--- config.mk ---
export PLATFORM = sky130hd
export DESIGN_NAME = sm_dispatch
export DESIGN_NICKNAME = d
export VERILOG_FILES = /design/src/rtl/sm_pkg.sv /design/src/rtl/sm_fifo.sv /design/src/rtl/sm_dispatch.sv
export SDC_FILE = /design/constraint.sdc
export NUM_CORES = 1
export LEC_CHECK = 0
export ABC_AREA = 1
export BUFFER_PORTS_ARGS = -buffer_cell sky130_fd_sc_hd__buf_2
export CAP_MARGIN = 10
export CORE_MARGIN = 2
export CORE_UTILIZATION = 28
export DETAILED_ROUTE_END_ITERATION = 8
export GPL_ROUTABILITY_DRIVEN = 0
export PLACE_DENSITY = 0.53
export SYNTH_ARGS = -nofsm -noshare
export SYNTH_HDL_FRONTEND = slang
export SYNTH_SLANG_ARGS = --single-unit
--- constraint.sdc ---
create_clock -name clk -period 2.5 [get_ports clk]
set_input_delay 0.5 -clock clk [delete_from_list [all_inputs] [get_ports clk]]
set_output_delay 0.5 -clock clk [all_outputs]
set_load 0.01 [all_outputs]
--- src/rtl/sm_pkg.sv ---
`default_nettype none
//==[ sm_pkg | rev 1.0 ]==========================================================
//  Shared types and default sizing for the sm_dispatch feeder.
package sm_pkg;

  typedef logic signed [15:0] x_t;
  typedef logic signed [31:0] y_t;

  typedef enum logic [1:0] {
    IDLE   = 2'd0,
    LAUNCH = 2'd1,
    WAIT   = 2'd2,
    RESULT = 2'd3
  } dispatch_state_e;

  localparam int DEFAULT_DEPTH          = 4;
  localparam int DEFAULT_TIMEOUT_CYCLES = 64;

endpackage
`default_nettype wire

--- src/rtl/sm_fifo.sv ---
`default_nettype none
//==[ sm_fifo | rev 1.0 ]=========================================================
//  Synchronous FIFO of x_t samples; an extra pointer bit separates full from empty.
module sm_fifo
  import sm_pkg::*;
#(
  parameter int DEPTH = DEFAULT_DEPTH
) (
  input  logic clk,
  input  logic rst,
  input  logic push,
  input  logic pop,
  input  x_t   din,
  output x_t   dout,
  output logic full,
  output logic empty
);

  localparam int AW = $clog2(DEPTH);

  x_t          mem_q [DEPTH];
  logic [AW:0] wr_ptr_q;
  logic [AW:0] wr_ptr_d;
  logic [AW:0] rd_ptr_q;
  logic [AW:0] rd_ptr_d;
  logic        do_push;
  logic        do_pop;

  always_comb begin
    full     = (wr_ptr_q[AW] != rd_ptr_q[AW]) &&
               (wr_ptr_q[AW-1:0] == rd_ptr_q[AW-1:0]);
    empty    = (wr_ptr_q == rd_ptr_q);
    // A push while full is dropped, so push+pop at full never overwrites the head.
    do_push  = push && !full;
    do_pop   = pop && !empty;
    wr_ptr_d = wr_ptr_q + {{AW{1'b0}}, do_push};
    rd_ptr_d = rd_ptr_q + {{AW{1'b0}}, do_pop};
  end

  assign dout = mem_q[rd_ptr_q[AW-1:0]];

  always_ff @(posedge clk) begin
    if (rst) begin
      wr_ptr_q <= '0;
      rd_ptr_q <= '0;
    end else begin
      wr_ptr_q <= wr_ptr_d;
      rd_ptr_q <= rd_ptr_d;
    end
  end

  always_ff @(posedge clk) begin
    if (do_push) begin
      mem_q[wr_ptr_q[AW-1:0]] <= din;
    end
  end

endmodule
`default_nettype wire

--- src/rtl/sm_dispatch.sv ---
`default_nettype none
//==[ sm_dispatch | rev 1.0 ]=====================================================
//  Queues x samples, runs one state_machine job at a time with a timeout, reports (x, y).
module sm_dispatch
  import sm_pkg::*;
#(
  parameter int DEPTH          = DEFAULT_DEPTH,
  parameter int TIMEOUT_CYCLES = DEFAULT_TIMEOUT_CYCLES
) (
  input  logic               clk,
  input  logic               rst,
  input  logic               in_valid,
  output logic               in_ready,
  input  logic signed [15:0] in_x,
  output logic               sm_start,
  output logic signed [15:0] sm_x,
  input  logic               sm_done,
  input  logic signed [31:0] sm_y,
  output logic               out_valid,
  input  logic               out_ready,
  output logic signed [15:0] out_x,
  output logic signed [31:0] out_y,
  output logic               out_timeout,
  output logic               busy
);

  localparam int TW = (TIMEOUT_CYCLES > 1) ? $clog2(TIMEOUT_CYCLES) : 1;
  localparam logic [TW-1:0] TIMER_LAST = TW'(TIMEOUT_CYCLES - 1);

  dispatch_state_e state_q;
  dispatch_state_e state_d;
  logic [TW-1:0]   timer_q;
  logic [TW-1:0]   timer_d;
  x_t              sm_x_q;
  x_t              sm_x_d;
  x_t              out_x_q;
  x_t              out_x_d;
  y_t              out_y_q;
  y_t              out_y_d;
  logic            out_timeout_q;
  logic            out_timeout_d;
  logic            done_q;
  logic            done_d;
  logic            done_rise;

  logic            fifo_push;
  logic            fifo_pop;
  x_t              fifo_head;
  logic            fifo_full;
  logic            fifo_empty;

  assign fifo_push = in_valid && in_ready;

  sm_fifo #(
    .DEPTH (DEPTH)
  ) u_fifo (
    .clk   (clk),
    .rst   (rst),
    .push  (fifo_push),
    .pop   (fifo_pop),
    .din   (in_x),
    .dout  (fifo_head),
    .full  (fifo_full),
    .empty (fifo_empty)
  );

  // A done level carried over from an earlier job is not a rise, so it never completes a new job.
  assign done_d    = sm_done;
  assign done_rise = sm_done && !done_q;

  always_comb begin
    state_d       = state_q;
    timer_d       = timer_q;
    sm_x_d        = sm_x_q;
    out_x_d       = out_x_q;
    out_y_d       = out_y_q;
    out_timeout_d = out_timeout_q;
    fifo_pop      = 1'b0;

    case (state_q)
      IDLE: begin
        if (!fifo_empty) begin
          fifo_pop = 1'b1;
          sm_x_d   = fifo_head;
          state_d  = LAUNCH;
        end
      end
      LAUNCH: begin
        timer_d = '0;
        state_d = WAIT;
      end
      WAIT: begin
        timer_d = timer_q + 1'b1;
        if (done_rise) begin
          out_y_d       = sm_y;
          out_x_d       = sm_x_q;
          out_timeout_d = 1'b0;
          state_d       = RESULT;
        end else if (timer_q == TIMER_LAST) begin
          out_y_d       = '0;
          out_x_d       = sm_x_q;
          out_timeout_d = 1'b1;
          state_d       = RESULT;
        end
      end
      RESULT: begin
        if (out_ready) begin
          state_d = IDLE;
        end
      end
      default: begin
        state_d = IDLE;
      end
    endcase
  end

  always_ff @(posedge clk) begin
    if (rst) begin
      state_q       <= IDLE;
      timer_q       <= '0;
      sm_x_q        <= '0;
      out_x_q       <= '0;
      out_y_q       <= '0;
      out_timeout_q <= 1'b0;
      done_q        <= 1'b0;
    end else begin
      state_q       <= state_d;
      timer_q       <= timer_d;
      sm_x_q        <= sm_x_d;
      out_x_q       <= out_x_d;
      out_y_q       <= out_y_d;
      out_timeout_q <= out_timeout_d;
      done_q        <= done_d;
    end
  end

  assign in_ready    = !fifo_full;
  assign sm_start    = (state_q == LAUNCH);
  assign sm_x        = sm_x_q;
  assign out_valid   = (state_q == RESULT);
  assign out_x       = out_x_q;
  assign out_y       = out_y_q;
  assign out_timeout = out_timeout_q;
  assign busy        = (state_q != IDLE) || !fifo_empty;

endmodule
`default_nettype wire

==> flow_summary.yaml, run 1 <==
finish:
  area_growth_syn_to_layout_pct: 25.5
  finalNetCount: 784
  stdcell_area_mm2: 0.00710
  layout_common_cells: "nor2_1 (136), buf_2 (121), nand2_1 (115)"
  drive_gt1_share_pct: 25.2
  layout_commonest_cell: "nor2_1"
  antenna_cells: 0
  final_cell_count_no_fill: 1004
yosys:
  synth_seq_cells: 144
  synth_nets: 661
  yosysSeqAreaShare_pct: 62.3
  synthCells: 598
  yosysWarnings: 0
  synth_cell_types: 30
  synth_area_per_cell_um2: 9.46
  netlist_area_mm2: 0.00566
floorplan:
  start_util_pct: 28.2
  die_w_um: 146
  fp.dieH_um: 146
  core_area_mm2: 0.0200
  core.rowCount: 52
  die_area_mm2: 0.0214
  boundaryPins: 122
run:
  maxCapViolations: 0
critical_path:
  critPathKind: "register to primary output"
  crit_path_end_kind: "primary output"
  reg2reg_from: "u_fifo.wr_ptr_q[1]"
  crit_end: "busy"
  startpoint: "state_q[1]"
  r2r-end: "u_fifo.wr_ptr_q[2]"
  worstSetupStartpointType: "register"
  crit_fanout: 4
  cp.arrival_ns: 1.58
  critical_path_required_ns: 2.00
  reg2reg_depth: 11
  rrSetupSlack_ns: 0.61
detailed_routing:
  vias: 4199
  wl_mm: 12.9
  drc: 0
  first_pass_iters: 6
  drt-initial-drc-count: 168
  routedWlPerCell_um: 12.8
  ant_nets: 0
  viasPerCell: 4.18
clocking:
  postCtsHoldBufs: 0
  postCtsSetupRepairBufs: 0
  cts-root-buf: "clkbuf_16"
  clockBufferDepth: 2
  cts_resized: 0
  cts_made_buffers: 17
  cts.sinks: 144
  clock_latency_ns: 0.42
  htreeDepth: 4
  cts_tree: "done"
  clkTransAtPathRegs_ns: 0.06
pwr:
  vdd_drop_max_mv: 0.355
  combPwrFrac_pct: 26.2
  p_int_w: 0.00483
  clkPwrFrac_pct: 32.5
  power_w: 0.00719
  powerDensity_mw_per_mm2: 1010
  p_leak_nw: 2.95
  swShare_pct: 32.8
  p_sw_w: 0.00236
  seqPwrFrac_pct: 41.2
grt:
  grt_start_max_net_pins: 36
  grt_util_all_layers_pct: 12.5
  grt_antenna_before_repair: 0
  grt_pass1_vias: 3846
  grt_pass1_wl_mm: 20.8
  gr-total-overflow: 0
place:
  place.port_buffers: 121
  dpl_cell_area_mm2: 0.00656
  place_ws_ns: 0.613
  hpwl_mm: 9.31
  dp_cells: 972
sta:
  slew_headroom_pct: 50.0
  setup_ws_ns: 0.417
  finalCritPeriodShare_pct: 83.3
  timing.fmax_mhz: 480
  worstMarginPinSlew_ns: 0.749
  grt_setup_unrepaired: "false"
  slew_violations: 0
  finalHoldViolCount: 0
  min_period_ns: 2.08
  timing.hold.ws_ns: 0.298
  finalSetupViolations: 0
  fin_worst_skew_ns: 0.00933
min_path:
  min_path_type: "input port to register"
outcome:
  status: "finished clean"
-- layout make-up --
cell class	instances	area [um^2]
clock inverters	12	111
flip-flops and latches	144	3520
fillers	2073	12900
clock buffers	20	437
multi-input cells	398	1880
well taps	270	338
repair buffers	135	711
inverters	25	101
-- how the worst min path moves through the flow --
stage / slack [ns] / startpoint / cells after the start / to
floorplan: 0.46 / timer_q[1] / 2 / timer_q[1]
global placement: 0.45 / out_y[17] / 2 / out_y[17]
detailed placement: 0.45 / out_y[5] / 2 / out_y[5]
CTS: 0.28 / sm_done / 3 / done_q
global route: 0.29 / in_x[1] / 1 / u_fifo.mem_q[0][1]
finish: 0.30 / sm_done / 3 / done_q
-- power groups by stage --
stage | Clock, W | Sequential [W] | Combinational, W
after global routing | 0.00251 | 0.00300 | 0.00216
after global placement | 0 | 0.00302 | 0.00192
after CTS | 0.00241 | 0.00297 | 0.00193
after floorplan | 0 | 0.00304 | 0.00132
final | 0.00234 | 0.00296 | 0.00189
after detailed placement | 0 | 0.00302 | 0.00192
-- metal layers --
| layer | part of all wire [%] | vias up | GRT usage (%) |
|---|---|---|---|
| li1 | - | 2210 | - |
| met1 | 49 | 1822 | 16.9 |
| met2 | 42 | 148 | 18.4 |
| met3 | 7.3 | 19 | 4.25 |
| met4 | 1.8 | 0 | 4.76 |
| met5 | 0 | - | 0 |
-- cell usage after synthesis, drive strengths merged --
master / count / area share (%)
a21oi: 38 / 3.4
nand3b: 16 / 2.1
nand2: 119 / 8.5
xnor2: 4 / 0.62
buf: 16 / 2.1
nand3: 4 / 0.35
edfxtp: 64 / 34
nor3: 5 / 0.44
clkbuf: 15 / 0.99
o21ai: 49 / 4.3
ha: 10 / 2.2
dfxtp: 80 / 28
nand4: 4 / 0.44
and3: 1 / 0.11
inv: 23 / 1.7
nor2: 146 / 10
a211oi: 1 / 0.13
and2: 1 / 0.15
clkinv: 2 / 0.13
-- cell families (layout without fill, tap and decap cells) --
logic type                 after synthesis  in the layout  share of synthesized area, %
DFF                                    144            144                          62.3
AOI/OAI and AO/OA                       88             88                          7.83
and+or+nand+nor                        296            296                          22.2
xor gates and xnor gates                 4              4                         0.619
buffers and inverters                   56            192                          4.84
adders and majority gates               10             10                          2.21
-- worst max-delay path, cell delays in order, from the launching register on --
cell	delay, ns
dfxtp_1	0.32
inv_1	0.12
ha_1	0.28
nand4_1	0.23
buf_2	0.21
-- metrics by stage --
step	utilization, %	setup TNS (ns)
floorplan	-	-5.15
global placement	32.7	0
detailed placement	32.7	0
CTS	35.4	0
global route	35.4	0
finish	35.4	0
-- sequential cells by signal, indices dropped and copies added, names as in the netlist --
signal	count
out_x	16
out_timeout	1
u_fifo.mem_q	64
done_q	1
state_q	2
out_y	32
u_fifo.wr_ptr_q	3
timer_q	6
u_fifo.rd_ptr_q	3
sm_x	16
Power figures use the tool's default switching activity.
==> run 2, diff against run 1 <==
--- a/config.mk
+++ b/config.mk
@@ -12,7 +12,7 @@
 export CORE_UTILIZATION = 28
 export DETAILED_ROUTE_END_ITERATION = 8
 export GPL_ROUTABILITY_DRIVEN = 0
-export PLACE_DENSITY = 0.53
+export PLACE_DENSITY = 0.52
 export SYNTH_ARGS = -nofsm -noshare
 export SYNTH_HDL_FRONTEND = slang
 export SYNTH_SLANG_ARGS = --single-unit
==> constraint.sdc (replaced) <==
create_clock -name clk -period 2 [get_ports clk]
set_input_delay 0.4 -clock clk [delete_from_list [all_inputs] [get_ports clk]]
set_output_delay 0.4 -clock clk [all_outputs]
set_load 0.01 [all_outputs]
==> flow_summary.yaml, run 2 (same netlist as run 1, synthesis figures left out) <==
pwr:
  clkPwrFrac_pct: 32.8
  powerDensity_mw_per_mm2: 1270
  p_leak_nw: 3.00
  vdd_drop_max_mv: 0.453
  combPwrFrac_pct: 27.2
  p_sw_w: 0.00293
  p_int_w: 0.00628
  seqPwrFrac_pct: 40.0
  swShare_pct: 31.8
grt:
  grt_antenna_before_repair: 0
  grt_start_max_net_pins: 37
  grt_util_all_layers_pct: 12.8
  grt_pass1_wl_mm: 21.6
  gr-total-overflow: 0
  grt_pass1_vias: 4061
clocking:
  cts-root-buf: "clkbuf_16"
  clock_latency_ns: 0.41
  htreeDepth: 4
  cts.sinks: 144
  clkTransAtPathRegs_ns: 0.06
  clockBufferDepth: 2
  cts_made_buffers: 17
  cts_tree: "done"
finish:
  layout_common_cells: "nor2_1 (136), buf_2 (121), nand2_1 (114)"
  drive_gt1_share_pct: 26.1
  largest_register_ffs: 64
  area_growth_syn_to_layout_pct: 28.2
  fillCellCount: 2107
  stdcell_area_mm2: 0.00725
  multi_input_area_mm2: 0.00191
  regArea_mm2: 0.00352
  finalNetCount: 789
  antenna_cells: 0
  layout_commonest_cell: "nor2_1"
run:
  maxCapViolations: 0
place:
  place_ws_ns: 0.130
  place.port_buffers: 121
  dpl_cell_area_mm2: 0.00668
  hpwl_mm: 9.38
detailed_routing:
  ant_nets: 0
  first_pass_iters: 4
  vias: 4217
  drt-initial-drc-count: 208
  wl_mm: 13.3
  routedWlPerCell_um: 13.2
  viasPerCell: 4.18
  drc: 0
sta:
  finalHoldViolCount: 0
  fin_worst_skew_ns: 0.00886
  timing.hold.ws_ns: 0.207
  finalCritPeriodShare_pct: 95.3
  setup_ws_ns: 0.0949
  timing.fmax_mhz: 525
  slew_violations: 0
  min_period_ns: 1.91
  worstMarginPinSlew_ns: 0.392
  grt_setup_unrepaired: "true"
  finalSetupViolations: 0
  slew_headroom_pct: 73.9
min_path:
  whs_path_depth: 3
  min_path_type: "input port to register"
critical_path:
  crit_fanout: 4
  reg2reg_depth: 11
  worstSetupStartpointType: "register"
  crit_chain: "inv_1, ha_2, nand4_1, buf_2"
  critical_path_required_ns: 1.60
  crit_slowest_cell: "dfxtp_1"
  crit_path_max_incr_delay_ns: 0.33
  cp.arrival_ns: 1.51
  critPathKind: "register to primary output"
  crit_path_end_kind: "primary output"
floorplan:
  start_util_pct: 28.2
  boundaryPins: 122
  core_area_mm2: 0.0200
  die_w_um: 146
  fp.dieH_um: 146
  die_area_mm2: 0.0214
  core.rowCount: 52
outcome:
  status: "finished clean"
run 2: area by class of cell:
class | count | area share, %
repair buffers | 140 | 11.2
multi-input cells | 398 | 26.4
clock buffers | 22 | 6.26
inverters | 25 | 1.40
well taps | 270 | 4.66
clock inverters | 10 | 1.57
flip-flops and latches | 144 | 48.6
run 2: power by group through the flow:
stage | clock, W | combinational [W] | sequential, W
finish | 0.00302 | 0.00251 | 0.00368
global placement | 0 | 0.00251 | 0.00374
global route | 0.00324 | 0.00285 | 0.00373
CTS | 0.00311 | 0.00254 | 0.00369
detailed placement | 0 | 0.00251 | 0.00375
floorplan | 0 | 0.00166 | 0.00381
run 2: through the flow:
stage	utilization, %	cells	setup TNS [ns]	power [W]
after floorplan	-	598	0	0.00547
after global placement	33.3	976	0	0.00625
after detailed placement	33.3	976	0	0.00626
after CTS	36.2	1009	0	0.00935
final	36.2	1009	0	0.00921
after global routing	36.2	1009	-0.00116	0.00982
run 2: metal layers:
metal | track usage [%] | part of all wire, % | vias to the layer above
met3 | 4.44 | 5.8 | 12
li1 | - | - | 2219
met1 | 17.3 | 50 | 1873
met4 | 4.22 | 1.2 | 0
met2 | 19.3 | 43 | 113
met5 | 0 | 0 | -
run 2: repair_timing:
item                                    in CTS  in global routing
pin swaps                                    1                  0
setup buffers                                1                  0
gates resized for setup                      0                  1
endpoints found under the setup margin       1                  2
hold buffers                                 0                  0
run 2: worst paths after layout:
kind	start	end	slack, ns
max reg2reg	u_fifo.wr_ptr_q[1]	u_fifo.wr_ptr_q[2]	0.13
min reg2reg	out_y[29]	out_y[29]	0.46
max	state_q[1]	busy	0.09
min	sm_done	done_q	0.21
run 2: critical path: cells and delay by family (launching register included):
family | cells | cell delay, ns
buffers and inverters | 2 | 0.33
DFF | 1 | 0.33
and+or+nand+nor | 1 | 0.20
adders and majority gates | 1 | 0.25
==> run 3, diff against run 2 <==
--- a/config.mk
+++ b/config.mk
@@ -5,7 +5,6 @@
 export SDC_FILE = /design/constraint.sdc
 export NUM_CORES = 1
 export LEC_CHECK = 0
-export ABC_AREA = 1
 export BUFFER_PORTS_ARGS = -buffer_cell sky130_fd_sc_hd__buf_2
 export CAP_MARGIN = 10
 export CORE_MARGIN = 2
==> flow_summary.yaml, run 3 <==
grt:
  grt_pass1_vias: 3410
  grt_util_all_layers_pct: 11.9
  gr-total-overflow: 0
  grt_start_max_net_pins: 33
  grt_antenna_before_repair: 0
  grt_pass1_wl_mm: 18.1
detailed_routing:
  first_pass_iters: 4
  ant_nets: 0
  viasPerCell: 4.30
  drt-initial-drc-count: 207
  drc: 0
  routedWlPerCell_um: 15.0
  vias: 3346
  wl_mm: 11.7
finish:
  layout_common_cells: "buf_2 (121), dfxtp_1 (77), edfxtp_1 (64)"
  stdcell_area_mm2: 0.00700
  drive_gt1_share_pct: 37.6
  fillCellCount: 1807
  largest_register_ffs: 64
  area_growth_syn_to_layout_pct: 29.3
  antenna_cells: 0
  utilization_pct: 37.1
  layout_commonest_cell: "buf_2"
  finalNetCount: 569
place:
  hpwl_mm: 7.94
  dpl_cell_area_mm2: 0.00639
  place.port_buffers: 121
yosys:
  synth_seq_cells: 144
  synth_compound_area_share_pct: 6.89
  yosysWarnings: 0
  synth_xor_area_share_pct: 1.71
  synth_ff_type: "dfxtp_1"
  netlist.area_leader.share_pct: 35.5
  ys_top_cells_by_area: "edfxtp_1 (36%), dfxtp_1 (30%), mux2i_1 (6.1%), a22o_1 (5.2%), mux4_1 (3.9%)"
  synth_most_common_cell: "dfxtp_1"
  synth-adder-area-share_pct: 2.31
  synth_mux_area_share_pct: 13.3
  yosysTopAreaCell: "edfxtp_1"
  synth_edf_count: 64
  synth_area_per_cell_um2: 14.6
  synth_top_family_by_area: "multiplexers"
  synth_common_cells: "dfxtp_1 (80), edfxtp_1 (64), nand2_1 (43), mux2i_1 (33), a22o_1 (32)"
  yosysSeqAreaShare_pct: 65.1
  ys_async_sr_fraction_pct: 0
  synth_nets: 434
  synth_cell_types: 39
  synth-simple-area-share_pct: 6.96
  netlist_area_mm2: 0.00541
  synthCells: 371
pwr:
  p_leak_nw: 3.01
  power_w: 0.00851
  vdd_drop_max_mv: 0.581
  powerDensity_mw_per_mm2: 1220
critical_path:
  cp.arrival_ns: 1.55
  r2r-end: "u_fifo.mem_q[2][9]"
  reg2reg_depth: 5
  reg2reg_from: "u_fifo.wr_ptr_q[1]"
  critical_path_required_ns: 1.60
  rrSetupSlack_ns: 0.17
  worstSetupStartpointType: "register"
  crit_path_end_kind: "primary output"
  critPathKind: "register to primary output"
  crit_fanout: 4
clocking:
  cts-root-buf: "clkbuf_16"
  clockBufferDepth: 2
  cts_made_buffers: 17
  postCtsHoldBufs: 0
  clock_latency_ns: 0.42
  cts_tree: "done"
  cts.sinks: 144
  htreeDepth: 4
  clkTransAtPathRegs_ns: 0.07
sta:
  slew_headroom_pct: 74.5
  min_period_ns: 1.95
  finalSetupViolations: 0
  fin_worst_skew_ns: 0.0121
  worstMarginPinSlew_ns: 0.383
  finalCritPeriodShare_pct: 97.6
  grt_setup_unrepaired: "true"
  tns_ns: 0
  slew_violations: 0
  finalHoldViolCount: 0
  timing.fmax_mhz: 512
floorplan:
  core_area_mm2: 0.0188
  die_area_mm2: 0.0204
  die_w_um: 143
  start_util_pct: 28.7
  boundaryPins: 122
  core.rowCount: 50
  fp.dieH_um: 143
min_path:
  hold_end: "u_fifo.mem_q[0][7]"
  whs_path_depth: 1
  holdCritStartpoint: "in_x[7]"
  min_path_type: "input port to register"
run:
  maxCapViolations: 0
outcome:
  status: "finished clean"
==> run 3: changes by cell type after synthesis, sizes merged, moves of 3 or more <==
cell	before	now
nand2b	0	3
nor2	146	17
xor2	0	6
nand2	119	44
nor2b	0	6
o21ai	49	2
a22o	0	32
mux4	0	16
buf	16	9
nand3b	16	1
mux2i	0	33
nor3	5	1
inv	23	9
a21oi	38	5
==> run 3: area by class of cell <==
cell class              count  area (um^2)  share of cell area, %
clock inverters            15          143                   2.04
inverters                   9         36.3                  0.519
repair buffers            138          796                   11.4
multi-input cells         196         1740                   24.9
flip-flops and latches    144         3530                   50.4
clock buffers              17          425                   6.08
well taps                 260          325                   4.65
==> run 3: power by group <==
part / leakage, nW / switching [W] / internal [W] / total [W]
logic: 1.49 / 0.000963 / 0.000966 / 0.00193
clock network: 0.285 / 0.00134 / 0.00165 / 0.00299
registers: 1.24 / 0.000216 / 0.00337 / 0.00359
total: 3.01 / 0.00252 / 0.00599 / 0.00851
==> run 3: critical path: stages, from the launching register on <==
cell and delay, ns:
dfxtp_2 0.34, inv_2 0.08, ha_4 0.15, inv_1 0.06, nor4_4 0.29, inv_1 0.06, buf_2 0.14
==> run 3: per-layer routing <==
metal	wire [um]	up-vias	track usage (%)
met2	5610	95	19.9
met1	5360	1605	14.0
met3	589	10	3.89
met4	138	0	4.85
met5	0	-	0
li1	-	1636	-
==> run 3: per-stage QoR <==
step / instances / setup WS, ns / hold WS, ns
6_report: 779 / 0.0481 / 0.192
5_1_grt: 779 / -0.0846 / 0.175
4_1_cts: 779 / 0.00424 / 0.165
3_5_place_dp: 746 / 0.158 / 0.450
3_3_place_gp: 746 / 0.180 / 0.444
2_1_floorplan: 371 / -0.0875 / 0.455
==> run 3: worst max path at each step <==
stage / start / end / cells after the start
6_report: state_q[1] / busy / 6
5_1_grt: state_q[1] / busy / 6
4_1_cts: state_q[0] / busy / 6
3_5_place_dp: u_fifo.wr_ptr_q[1] / u_fifo.mem_q[2][7] / 5
3_3_place_gp: u_fifo.wr_ptr_q[1] / u_fifo.mem_q[2][7] / 5
2_1_floorplan: u_fifo.rd_ptr_q[0] / u_fifo.mem_q[2][0] / 5
==> run 3: cells by family after synthesis <==
| family | after synthesis |
|---|---|
| buffers and inverters | 31 |
| XOR/XNOR | 8 |
| AND/OR/NAND/NOR | 84 |
| AO/OA/AOI/OAI | 45 |
| flip-flops | 144 |
| multiplexers | 49 |
| adder cells (fa/ha/maj) | 10 |
==> run 3: what timing repair did <==
item                                    CTS  global route
gates resized for setup                   8             2
endpoints found under the setup margin    1            34
pin swaps                                 1             1
setup buffers                             1             0
